### src/rtl/debug_dump_pkg.sv
// Shared types and constants for the debug register dump transmitter.
// Latency: n/a (declarations only).
// Backpressure: n/a.
package debug_dump_pkg;

   // Dump sequencer states
   typedef enum logic [2:0] {
      IDLE,
      SELECT,
      LATCH,
      SEND,
      DONE
   } state_e;

   localparam int BYTES_PER_WORD = 4;
   localparam int SEL_W          = 5;
   localparam int SETTLE_W       = 4;
   localparam int BCNT_W         = 2;

endpackage

### src/rtl/word_byte_serializer.sv
// Loads one 32-bit word and emits it as four bytes, MSB first, on a valid/ready stream.
// Latency: first byte valid the cycle after load_i; one byte per cycle while tx_ready_i is high.
// Backpressure: holds tx_valid_o/tx_data_o stable until tx_ready_i; tx_valid_o never depends on tx_ready_i.
module word_byte_serializer
   import debug_dump_pkg::*;
(
   input  logic        clk_i,
   input  logic        reset_i,
   input  logic        load_i,
   input  logic [31:0] word_i,
   output logic [7:0]  tx_data_o,
   output logic        tx_valid_o,
   input  logic        tx_ready_i,
   output logic        last_o
);

   localparam logic [BCNT_W-1:0] LAST_BYTE = BCNT_W'(BYTES_PER_WORD - 1);

   logic [31:0]       word_q, word_d;
   logic [BCNT_W-1:0] cnt_q, cnt_d;
   logic              vld_q, vld_d;
   logic              fire;

   assign fire       = vld_q & tx_ready_i;
   assign tx_data_o  = word_q[31:24];
   assign tx_valid_o = vld_q;
   assign last_o     = fire && (cnt_q == LAST_BYTE);

   // Next-state: load a fresh word, or shift out one byte per accepted handshake
   always_comb begin
      word_d = word_q;
      cnt_d  = cnt_q;
      vld_d  = vld_q;
      if (load_i) begin
         word_d = word_i;
         cnt_d  = '0;
         vld_d  = 1'b1;
      end else if (fire) begin
         word_d = {word_q[23:0], 8'h00};
         cnt_d  = cnt_q + 1'b1;
         if (cnt_q == LAST_BYTE) begin
            vld_d = 1'b0;
         end
      end
   end

   // Shift register, byte count and valid flag
   always_ff @(posedge clk_i) begin
      if (reset_i) begin
         word_q <= '0;
         cnt_q  <= '0;
         vld_q  <= 1'b0;
      end else begin
         word_q <= word_d;
         cnt_q  <= cnt_d;
         vld_q  <= vld_d;
      end
   end

endmodule

### src/rtl/debug_reg_dump_tx.sv
// Walks debug indices 0..NUM_REGS-1, latches each Debug_out word and streams it MSB-first as bytes; DUMP_PC_EN prepends the PC word.
// Latency: (SETTLE_CYCLES+5) cycles per register with tx_ready high; done at (SETTLE_CYCLES+5)*NUM_REGS+1 (+4 with DUMP_PC_EN).
// Backpressure: tx_ready low stalls only the SEND state; no byte is lost or duplicated.
module debug_reg_dump_tx
   import debug_dump_pkg::*;
#(
   parameter int NUM_REGS      = 32,   // 1..32
   parameter int SETTLE_CYCLES = 1     // 1..15
) (
   input  logic        clk,
   input  logic        reset,
   input  logic        start,
   input  logic [31:0] Debug_out,
   input  logic [31:0] PC,
   output logic [4:0]  Debug_source_select,
   output logic [7:0]  tx_data,
   output logic        tx_valid,
   input  logic        tx_ready,
   output logic        busy,
   output logic        done
);

   localparam logic [SEL_W-1:0]    LAST_SEL   = SEL_W'(NUM_REGS - 1);
   localparam logic [SETTLE_W-1:0] LAST_SETTL = SETTLE_W'(SETTLE_CYCLES - 1);

   state_e              state_q, state_d;
   logic [SEL_W-1:0]    sel_q, sel_d;
   logic [SETTLE_W-1:0] settle_q, settle_d;
   logic                busy_q, busy_d;
   logic                done_q, done_d;
   logic                pc_word_q, pc_word_d;   // word in flight is the PC, not a register
   logic                load;
   logic [31:0]         word_src;
   logic                ser_last;

`ifndef DUMP_PC_EN
   logic unused_pc;
   assign unused_pc = ^PC;
`endif

   assign Debug_source_select = sel_q;
   assign busy                = busy_q;
   assign done                = done_q;

   // Sequencer next-state: select, settle, latch, send, advance index
   always_comb begin
      state_d   = state_q;
      sel_d     = sel_q;
      settle_d  = settle_q;
      pc_word_d = pc_word_q;
      load      = 1'b0;
      word_src  = Debug_out;
      case (state_q)
         IDLE: begin
            if (start) begin
               sel_d    = '0;
               settle_d = '0;
`ifdef DUMP_PC_EN
               load      = 1'b1;
               word_src  = PC;
               pc_word_d = 1'b1;
               state_d   = SEND;
`else
               state_d   = SELECT;
`endif
            end
         end
         SELECT: begin
            if (settle_q == LAST_SETTL) begin
               state_d = LATCH;
            end else begin
               settle_d = settle_q + 1'b1;
            end
         end
         LATCH: begin
            load    = 1'b1;
            state_d = SEND;
         end
         SEND: begin
            if (ser_last) begin
               settle_d = '0;
               if (pc_word_q) begin
                  // PC word finished; register walk starts at index 0
                  pc_word_d = 1'b0;
                  state_d   = SELECT;
               end else if (sel_q == LAST_SEL) begin
                  state_d = DONE;
               end else begin
                  sel_d   = sel_q + 1'b1;
                  state_d = SELECT;
               end
            end
         end
         DONE: begin
            sel_d   = '0;
            state_d = IDLE;
         end
         default: begin
            state_d = IDLE;
         end
      endcase
      busy_d = (state_d == SELECT) || (state_d == LATCH) || (state_d == SEND);
      done_d = (state_d == DONE);
   end

   // Sequencer state, index, settle counter and status flags
   always_ff @(posedge clk) begin
      if (reset) begin
         state_q   <= IDLE;
         sel_q     <= '0;
         settle_q  <= '0;
         busy_q    <= 1'b0;
         done_q    <= 1'b0;
         pc_word_q <= 1'b0;
      end else begin
         state_q   <= state_d;
         sel_q     <= sel_d;
         settle_q  <= settle_d;
         busy_q    <= busy_d;
         done_q    <= done_d;
         pc_word_q <= pc_word_d;
      end
   end

   word_byte_serializer u_ser (
      .clk_i      (clk),
      .reset_i    (reset),
      .load_i     (load),
      .word_i     (word_src),
      .tx_data_o  (tx_data),
      .tx_valid_o (tx_valid),
      .tx_ready_i (tx_ready),
      .last_o     (ser_last)
   );

endmodule

### config.mk
export PLATFORM = sky130hd
export DESIGN_NAME = debug_reg_dump_tx
export DESIGN_NICKNAME = d
export VERILOG_FILES = /design/src/rtl/debug_dump_pkg.sv /design/src/rtl/word_byte_serializer.sv /design/src/rtl/debug_reg_dump_tx.sv
export SDC_FILE = /design/constraint.sdc
export NUM_CORES = 1
export LEC_CHECK = 0
export CAP_MARGIN = 20
export CORE_MARGIN = 2
export CORE_UTILIZATION = 44
export CTS_BUF_LIST = sky130_fd_sc_hd__clkbuf_8 sky130_fd_sc_hd__clkbuf_16
export CTS_CLUSTER_SIZE = 20
export DETAILED_ROUTE_END_ITERATION = 8
export GPL_TIMING_DRIVEN = 0
export PLACE_DENSITY = 0.79
export SYNTH_ARGS = -nofsm -noshare
export SYNTH_HDL_FRONTEND = slang
export SYNTH_SLANG_ARGS = --single-unit
### constraint.sdc
create_clock -name clk -period 2.3 [get_ports clk]
set_input_delay 0.46 -clock clk [delete_from_list [all_inputs] [get_ports clk]]
set_output_delay 0.46 -clock clk [all_outputs]
set_load 0.01 [all_outputs]
==> flow_summary.json, run 1 <==
{
  "crit_type": "flip-flop to flip-flop",
  "synth_common_cells": "49 x dfxtp_1, 40 x nand2_1, 36 x nand3_1, 36 x nor2_1, 26 x a311oi_1",
  "die_w_um": 76.0,
  "worst_pin_slew_ns": 0.577,
  "endpoint": "Debug_source_select[4]",
  "clock-sinks": 49,
  "grt_overflow": 0,
  "wirelength_mm": 5.90,
  "hold_viol": 0,
  "route.antenna.remaining_nets": 0,
  "cts_tree": "done",
  "fin_cells": 409,
  "avgRoutedWirePerCell_um": 14.4,
  "ys_ff_latch": 49,
  "htree_levels": 2,
  "worst_path_most_repeated_cell": "ha_1",
  "tns_ns": 0,
  "cts-root-buf": "clkbuf_8",
  "grt_first_pass_wirelength_mm": 9.72,
  "avgViaCountPerCell": 5.44,
  "fillCellCount": 468,
  "ioPinCount": 84,
  "power_density_nw_per_um2": 668,
  "first_global_vias": 2090,
  "track_usage_pct": 20.7,
  "cp.arrival_ns": 2.14,
  "max_stage_delay_ns": 0.36,
  "r2r-start": "Debug_source_select[0]",
  "cts_resized": 0,
  "worst_setup_path_start_kind": "flip-flop",
  "cts_buffers": 5,
  "yosysMostFrequentCell": "dfxtp_1",
  "vias": 2226,
  "synth_cells": 281,
  "rsz0062_at_grt": "false",
  "setup_viol": 0,
  "yosysTopAreaCell": "dfxtp_1",
  "cap_violations": 0,
  "status": "finished clean",
  "num_rows": 26,
  "first_pass_iters": 4,
  "dpl-instance-area_um2": 2870,
  "synth_ff_type": "dfxtp_1",
  "cts_hold_buf": 0,
  "max_slew_margin_pct": 61.3,
  "leakage_uw": 0.00109,
  "coreArea_um2": 5040,
  "area_growth_syn_to_layout_pct": 30.8,
  "initialDrtViolationCount": 234,
  "synth.avg_cell_area_um2": 8.13,
  "crit_fanout": 5,
  "critPathLaunch": "Debug_source_select[0]",
  "synth_top_area_share_pct": 43.0,
  "worstReg2RegEnd": "Debug_source_select[4]",
  "syn-num-nets": 354,
  "path_clk_slew_ns": 0.09,
  "setup.worst_path.end_class": "flip-flop",
  "post_cts_buffers": 0,
  "finalCritPeriodShare_pct": 84.4,
  "design_area_um2": 2990,
  "place.gp.congestion": 0.855,
  "drive_gt1_share_pct": 8.55,
  "hpwl_mm": 4.21,
  "period_minus_slack_ns": 1.94,
  "syn_area_um2": 2280,
  "required_ns": 2.50,
  "slew_viol_final": 0,
  "ys_seq_area_share_pct": 43.0,
  "fmax_mhz": 515,
  "nets": 411,
  "die_area_um2": 5780,
  "antenna_found_initial": 0,
  "ff2ff_path_depth": 7,
  "clk_path_buf_depth": 2,
  "yosys-top-cells-area": "dfxtp_1 43%, a311oi_1 10%, nand3_1 7.9%",
  "dp_cells": 401,
  "synth_edf_count": 0,
  "io_buffers": 50,
  "ys_warn_count": 0,
  "initial_core_util_pct": 45.3,
  "ys_async_sr_fraction_pct": 0,
  "reg2reg_slack_ns": 0.36,
  "crit_slowest_cell": "dfxtp_1",
  "clk_latency_ns": 0.30,
  "cp_cell_sequence": "ha_1 > and3_1 > ha_1 > nand4b_1 > o22ai_1 > nor3b_1 > a41o_1",
  "drc": 0,
  "grt_max_degree": 15,
  "antenna_cells": 0,
  "peakVddDrop_mv": 0.380,
  "ys_types": 37,
  "die_h_um": 76.0,
  "hold_class": "flip-flop to flip-flop",
  "fin_skew_ns": 0.00576
}
==> final cells by class <==
class,count,area (µm²),area share (%)
Buffer,31,169,5.65
Clock buffer,6,82.6,2.76
Clock inverter,2,33.8,1.13
Inverter,6,22.5,0.754
Multi-Input combinational cell,195,1110,37.2
Sequential cell,49,981,32.8
Tap cell,70,87.6,2.93
Timing Repair Buffer,50,500,16.8
==> kinds of logic after synthesis <==
kind of cell	share of synthesized area, %
simple gates	26.6
flops	43.0
fa+ha+maj	2.74
buf+inv	8.38
mux	1.42
xor+xnor	0.384
compound gates	17.5
==> routing by layer <==
layer	part of all wire [%]	routed length (µm)	vias to the layer above	global-route usage, %
met1	46	2690	1027	27.6
met3	6.3	374	12	3.55
met4	2.1	123	0	8.18
met5	0	0	-	0
met2	46	2720	74	33.6
li1	-	-	1113	-
==> metrics by stage <==
stage / setup WS, ns / util, % / hold slack [ns] / total power (µW)
2_1_floorplan: 0.527 / - / 0.448 / 1210
3_3_place_gp: 0.144 / 56.9 / 0.457 / 1360
3_5_place_dp: 0.119 / 56.9 / 0.462 / 1370
4_1_cts: 0.351 / 59.3 / 0.476 / 2000
5_1_grt: 0.203 / 59.3 / 0.502 / 2070
6_report: 0.359 / 59.3 / 0.474 / 1990
==> power breakdown <==
part           internal, µW  switching [µW]
combinational           194             213
clock                   350             285
sequential              917            35.1
==> state kept, by name, indices dropped and copies added (netlist names) <==
register             count
Debug_source_select      5
u_ser.tx_valid_o         1
done                     1
state_q                  3
u_ser.cnt_q              2
busy                     1
u_ser.word_q            32
settle_q                 4
==> worst max-delay path: cells and delay by family, from the launching register on <==
| family | cells | cell delay [ns] |
|---|---|---|
| adder cells (fa/ha/maj) | 2 | 0.42 |
| flip-flops | 1 | 0.36 |
| AND/OR/NAND/NOR | 3 | 0.53 |
| AO/OA/AOI/OAI | 2 | 0.53 |
==> worst min-delay path by stage <==
| stage | startpoint | endpoint | slack [ns] | cells past startpoint |
|---|---|---|---|---|
| 2_1_floorplan | u_ser.word_q[0] | u_ser.word_q[0] | 0.45 | 2 |
| 3_3_place_gp | u_ser.word_q[0] | u_ser.word_q[0] | 0.46 | 2 |
| 3_5_place_dp | u_ser.word_q[2] | u_ser.word_q[2] | 0.46 | 2 |
| 4_1_cts | u_ser.word_q[2] | u_ser.word_q[2] | 0.48 | 2 |
| 5_1_grt | u_ser.word_q[6] | u_ser.word_q[6] | 0.50 | 2 |
| 6_report | u_ser.word_q[2] | u_ser.word_q[2] | 0.47 | 2 |
==> cells in the final DEF (no fill, tap or decap), drive strengths merged, types with 2 or more instances in the layout <==
| cell type | n |
|---|---|
| clkdlybuf4s50 | 50 |
| dfxtp | 49 |
| nand2 | 40 |
| nor2 | 36 |
| nand3 | 36 |
| a311oi | 26 |
| buf | 19 |
| clkbuf | 18 |
| a21oi | 10 |
| nor3 | 8 |
| inv | 7 |
| o21ai | 6 |
| ha | 5 |
| and3 | 2 |
| nand4 | 2 |
| nand3b | 2 |
| nor3b | 2 |
| a41o | 2 |
| mux2 | 2 |
| a31oi | 2 |
(Power assumes the default switching activity.)
==> inputs of run 2 (changes only) <==
--- a/config.mk
+++ b/config.mk
@@ -7,12 +7,12 @@
 export LEC_CHECK = 0
 export CAP_MARGIN = 20
 export CORE_MARGIN = 2
-export CORE_UTILIZATION = 44
+export CORE_UTILIZATION = 40
 export CTS_BUF_LIST = sky130_fd_sc_hd__clkbuf_8 sky130_fd_sc_hd__clkbuf_16
 export CTS_CLUSTER_SIZE = 20
 export DETAILED_ROUTE_END_ITERATION = 8
 export GPL_TIMING_DRIVEN = 0
-export PLACE_DENSITY = 0.79
+export PLACE_DENSITY = 0.76
 export SYNTH_ARGS = -nofsm -noshare
 export SYNTH_HDL_FRONTEND = slang
 export SYNTH_SLANG_ARGS = --single-unit
==> constraint.sdc (replaced) <==
create_clock -name clk -period 1.64 [get_ports clk]
set_input_delay 0.328 -clock clk [delete_from_list [all_inputs] [get_ports clk]]
set_output_delay 0.328 -clock clk [all_outputs]
set_load 0.01 [all_outputs]
==> flow_summary.json, run 2 (synthesis gave the netlist of run 1 again) <==
{
  "setup_viol": 5,
  "antenna_found_initial": 0,
  "antenna_cells": 0,
  "p_total_uw": 2720,
  "die_area_um2": 6330,
  "wirelength_mm": 6.07,
  "cp.arrival_ns": 1.97,
  "slew_viol_final": 0,
  "largest-register": "u_ser.word_q",
  "die_h_um": 79.6,
  "die_w_um": 79.6,
  "hpwl_mm": 4.18,
  "coreArea_um2": 5510,
  "hold_class": "input pin to flip-flop",
  "cts-root-buf": "clkbuf_8",
  "cts_buffers": 5,
  "area_growth_syn_to_layout_pct": 38.0,
  "drive_gt1_share_pct": 18.4,
  "internal_power_uw": 1950,
  "place.gp.congestion": 0.854,
  "final_cell_mix": "44 x clkdlybuf4s50_1, 42 x dfxtp_1, 39 x nand2_1",
  "htree_levels": 2,
  "largest_reg_flops": 32,
  "first_pass_iters": 4,
  "avgViaCountPerCell": 5.42,
  "io_buffers": 50,
  "fin_ws_ns": -0.132,
  "track_usage_pct": 19.0,
  "cap_violations": 0,
  "route.antenna.remaining_nets": 0,
  "p_sw_uw": 761,
  "fmax_mhz": 564,
  "period_minus_slack_ns": 1.77,
  "cp_cell_sequence": "ha_4 > and3_4 > ha_4 > nand4b_1 > o221a_2 > mux2_4",
  "design_area_um2": 3150,
  "initial_core_util_pct": 41.5,
  "clkPwrFrac_pct": 29.3,
  "mostFrequentLayoutCell": "clkdlybuf4s50_1",
  "peakVddDrop_mv": 0.375,
  "clock-sinks": 49,
  "grt_first_pass_wirelength_mm": 9.65,
  "ioPinCount": 84,
  "worst_pin_slew_ns": 0.581,
  "combPwrFrac_pct": 21.6,
  "drc": 0,
  "fin_skew_ns": 0.0141,
  "grt_overflow": 0,
  "vias": 2275,
  "rsz0062_at_grt": "true",
  "max_stage_delay_ns": 0.36,
  "leakage_uw": 0.00123,
  "crit_slowest_cell": "dfxtp_4",
  "fillCellCount": 500,
  "max_slew_margin_pct": 61.3,
  "tns_ns": -0.317,
  "path_delay_family": "simple AND/OR/NAND/NOR gates",
  "avgRoutedWirePerCell_um": 14.5,
  "p_sw_share_pct": 28.0,
  "setup.worst_path.end_class": "flip-flop",
  "cts_tree": "done",
  "first_global_vias": 2089,
  "seqPwrFrac_pct": 49.0,
  "grt_max_degree": 16,
  "cp.buffers_inverters": 0,
  "dpl-instance-area_um2": 2920,
  "nets": 420,
  "required_ns": 1.84,
  "pre_cts_ws_ns": -0.402,
  "initialDrtViolationCount": 239,
  "path_clk_slew_ns": 0.10,
  "crit_fanout": 3,
  "power_density_nw_per_um2": 861,
  "crit_type": "flip-flop to flip-flop",
  "num_rows": 27,
  "clk_path_buf_depth": 2,
  "clk_latency_ns": 0.31,
  "worst_path_most_repeated_cell": "ha_4",
  "hold_viol": 0,
  "worst_setup_path_start_kind": "flip-flop",
  "status": "finished with violations",
  "violations": "negative setup slack",
  "finalCritPeriodShare_pct": 108
}
==> run 2: changes by cell type in the layout (fill, tap and decap cells not counted), sizes merged <==
cell | before | now
clkdlybuf4s50 | 50 | 44
bufinv | 1 | 0
clkinv | 0 | 1
clkbuf | 18 | 19
dlygate4sd2 | 0 | 2
dlymetal6s2s | 0 | 4
buf | 19 | 27
==> run 2: tightest hold or removal path: cells and delay by family <==
family	cells	cell delay, ns
and+or+nand+nor	1	0.10
buffers and inverters	1	0.17
AOI/OAI and AO/OA	1	0.07
==> run 2: area by class of cell <==
class | count | area (µm²) | share of cell area, %
multi-input cells | 195 | 1180 | 37.4
well taps | 72 | 90.1 | 2.86
plain buffers | 31 | 180 | 5.72
inverters | 6 | 22.5 | 0.715
flip-flops and latches | 49 | 997 | 31.6
clock buffers | 6 | 93.8 | 2.98
clock inverters | 2 | 12.5 | 0.397
repair buffers | 59 | 576 | 18.3
==> run 2: per-layer routing <==
metal | share of wire [%] | vias to the layer above | track usage [%]
li1 | - | 1130 | -
met1 | 43 | 1046 | 25.6
met2 | 48 | 89 | 30.8
met3 | 7.9 | 10 | 2.60
met4 | 1.4 | 0 | 7.24
met5 | 0 | - | 0
==> run 2: stage by stage <==
step,util [%],instances,hold WS (ns)
after CTS,55.8,416,0.403
final,57.2,420,0.405
after floorplan,-,281,0.448
after global routing,57.2,420,0.434
after detailed placement,53.1,403,0.459
after global placement,53.1,403,0.458
==> run 2: power by group through the flow <==
| stage | logic (µW) | registers (µW) | clock network, µW |
|---|---|---|---|
| finish | 588 | 1330 | 796 |
| global route | 645 | 1340 | 852 |
| CTS | 577 | 1330 | 810 |
| detailed placement | 568 | 1360 | 0 |
| global placement | 559 | 1360 | 0 |
| floorplan | 340 | 1350 | 0 |
==> run 2: final timing paths <==
check	from	to	cells after the start	slack, ns
worst max register to register	Debug_source_select[1]	Debug_source_select[0]	6	-0.13
worst min-delay path	tx_ready	u_ser.word_q[28]	3	0.41
worst max-delay path	Debug_source_select[1]	Debug_source_select[0]	6	-0.13
worst min register to register	u_ser.word_q[0]	u_ser.word_q[0]	2	0.47
==> run 2: repair_timing <==
item | in CTS | in global routing
setup buffers | 5 | 4
setup endpoints to repair | 17 | 39
hold buffers | 0 | 0
pin swaps | 3 | 6
hold endpoints to repair | 0 | 0
resized for setup | 8 | 29
gates cloned | 0 | 0
==> inputs of run 3 (changes only) <==
--- a/config.mk
+++ b/config.mk
@@ -7,12 +7,12 @@
 export LEC_CHECK = 0
 export CAP_MARGIN = 20
 export CORE_MARGIN = 2
-export CORE_UTILIZATION = 40
+export CORE_UTILIZATION = 44
 export CTS_BUF_LIST = sky130_fd_sc_hd__clkbuf_8 sky130_fd_sc_hd__clkbuf_16
 export CTS_CLUSTER_SIZE = 20
 export DETAILED_ROUTE_END_ITERATION = 8
 export GPL_TIMING_DRIVEN = 0
-export PLACE_DENSITY = 0.76
+export PLACE_DENSITY = 0.79
 export SYNTH_ARGS = -nofsm -noshare
 export SYNTH_HDL_FRONTEND = slang
 export SYNTH_SLANG_ARGS = --single-unit
==> constraint.sdc (replaced) <==
create_clock -name clk -period 1.71 [get_ports clk]
set_input_delay 0.342 -clock clk [delete_from_list [all_inputs] [get_ports clk]]
set_output_delay 0.342 -clock clk [all_outputs]
set_load 0.01 [all_outputs]
==> flow_summary.json, run 3 (synthesis gave the netlist of run 1 again) <==
{
  "avgRoutedWirePerCell_um": 14.3,
  "cp.depth": 6,
  "drive_gt1_share_pct": 14.3,
  "route.antenna.remaining_nets": 0,
  "track_usage_pct": 20.6,
  "mostFrequentLayoutCell": "clkdlybuf4s50_1",
  "max_stage_delay_ns": 0.36,
  "reg2reg_slack_ns": -0.05,
  "setup.worst_path.end_class": "flip-flop",
  "grt_max_degree": 16,
  "leakage_uw": 0.00112,
  "cap_violations": 0,
  "setup_viol": 4,
  "die_h_um": 76.0,
  "largest_reg_flops": 32,
  "peakVddDrop_mv": 0.527,
  "cts_buffers": 5,
  "grt_overflow": 0,
  "fin_skew_ns": 0.0106,
  "worstReg2RegEnd": "Debug_source_select[0]",
  "worst_setup_path_start_kind": "flip-flop",
  "fin_ws_ns": -0.0543,
  "cp.buffers_inverters": 0,
  "final_cell_mix": "50 x clkdlybuf4s50_1, 46 x dfxtp_1, 40 x nand2_1",
  "path_delay_family": "simple AND/OR/NAND/NOR gates",
  "clk_path_buf_depth": 2,
  "rsz0062_at_grt": "true",
  "endpoint": "Debug_source_select[0]",
  "grt_first_pass_wirelength_mm": 9.81,
  "max_slew_margin_pct": 59.8,
  "finalCritPeriodShare_pct": 103,
  "initialDrtViolationCount": 174,
  "clk_latency_ns": 0.30,
  "ff2ff_path_depth": 6,
  "first_global_vias": 2139,
  "wirelength_mm": 5.92,
  "cp.arrival_ns": 1.95,
  "initial_core_util_pct": 45.3,
  "num_rows": 26,
  "r2r-start": "Debug_source_select[1]",
  "clock-sinks": 49,
  "cts-root-buf": "clkbuf_8",
  "hold_viol": 0,
  "power_density_nw_per_um2": 816,
  "die_area_um2": 5780,
  "avgViaCountPerCell": 5.45,
  "cp_cell_sequence": "ha_4 > and3_4 > ha_4 > nand4b_1 > o221a_2 > mux2_4",
  "area_growth_syn_to_layout_pct": 34.4,
  "worst_path_most_repeated_cell": "ha_4",
  "largest-register": "u_ser.word_q",
  "slew_viol_final": 0,
  "timing.hold.ws_ns": 0.416,
  "period_minus_slack_ns": 1.76,
  "crit_slowest_cell": "dfxtp_4",
  "hp-start": "tx_ready",
  "crit_type": "flip-flop to flip-flop",
  "worst_pin_slew_ns": 0.600,
  "first_pass_iters": 4,
  "io_buffers": 50,
  "required_ns": 1.90,
  "antenna_cells": 0,
  "htree_levels": 2,
  "place.gp.congestion": 0.823,
  "crit_fanout": 3,
  "violations": "negative setup slack",
  "nets": 415,
  "hpwl_mm": 4.09,
  "status": "finished with violations",
  "hold_class": "input pin to flip-flop",
  "critPathLaunch": "Debug_source_select[1]",
  "ioPinCount": 84,
  "die_w_um": 76.0,
  "cts_tree": "done",
  "fmax_mhz": 567,
  "fin_util_pct": 60.9,
  "coreArea_um2": 5040,
  "drc": 0,
  "path_clk_slew_ns": 0.10,
  "vias": 2251,
  "antenna_found_initial": 0
}
## run 3: tightest hold or removal path, delay by kind of cell
family,cells,cell delay (ns)
AO/OA/AOI/OAI,1,0.08
AND/OR/NAND/NOR,1,0.10
buffers and inverters,1,0.16
## run 3: how the worst min path moves through the flow
stage	to	depth (start not counted)
floorplan	u_ser.word_q[0]	2
global placement	u_ser.word_q[1]	2
detailed placement	u_ser.word_q[0]	2
CTS	u_ser.word_q[26]	3
global route	u_ser.word_q[26]	3
finish	u_ser.word_q[27]	3
## run 3: power by group
part / internal, µW / total (µW) / switching (µW)
Combinational: 267 / 556 / 289
Sequential: 1230 / 1280 / 49.7
Clock: 283 / 670 / 387
Total: 1780 / 2510 / 726
## run 3: cell type report
class | count | area [µm²]
inverter | 6 | 22.5
tap | 70 | 87.6
clock inverter | 3 | 18.8
sequential | 49 | 990
clock buffer | 5 | 68.8
multi-input combinational | 195 | 1170
buffer | 31 | 176
timing repair buffer | 54 | 531
fill | 450 | 1970
## run 3: timing repair
item / in CTS / in global routing
buffers inserted: 3 / 1
gates resized for setup: 11 / 14
pin swaps: 3 / 1
setup endpoints to repair: 10 / 38
hold buffers: 0 / 0
gates cloned: 0 / 0
## run 3: layer usage
layer  track usage [%]  vias to the layer above  part of all wire (%)
li1                  -                     1128                     -
met1              27.3                     1032                    46
met2              33.3                       81                    46
met3              4.86                       10                   6.2
met4              6.36                        0                   1.7
met5                 0                        -                     0
## run 3: stage by stage
| step | setup WS [ns] | total power (µW) | cell area, µm² | cells | setup TNS, ns |
|---|---|---|---|---|---|
| 2_1_floorplan | 0.00400 | 1620 | 2290 | 281 | 0 |
| 3_3_place_gp | -0.339 | 1830 | 2880 | 401 | -10.52 |
| 3_5_place_dp | -0.327 | 1840 | 2880 | 401 | -10.89 |
| 4_1_cts | -0.0419 | 2500 | 3030 | 412 | -0.0893 |
| 5_1_grt | -0.103 | 2620 | 3070 | 413 | -0.465 |
| 6_report | -0.0543 | 2510 | 3070 | 413 | -0.127 |
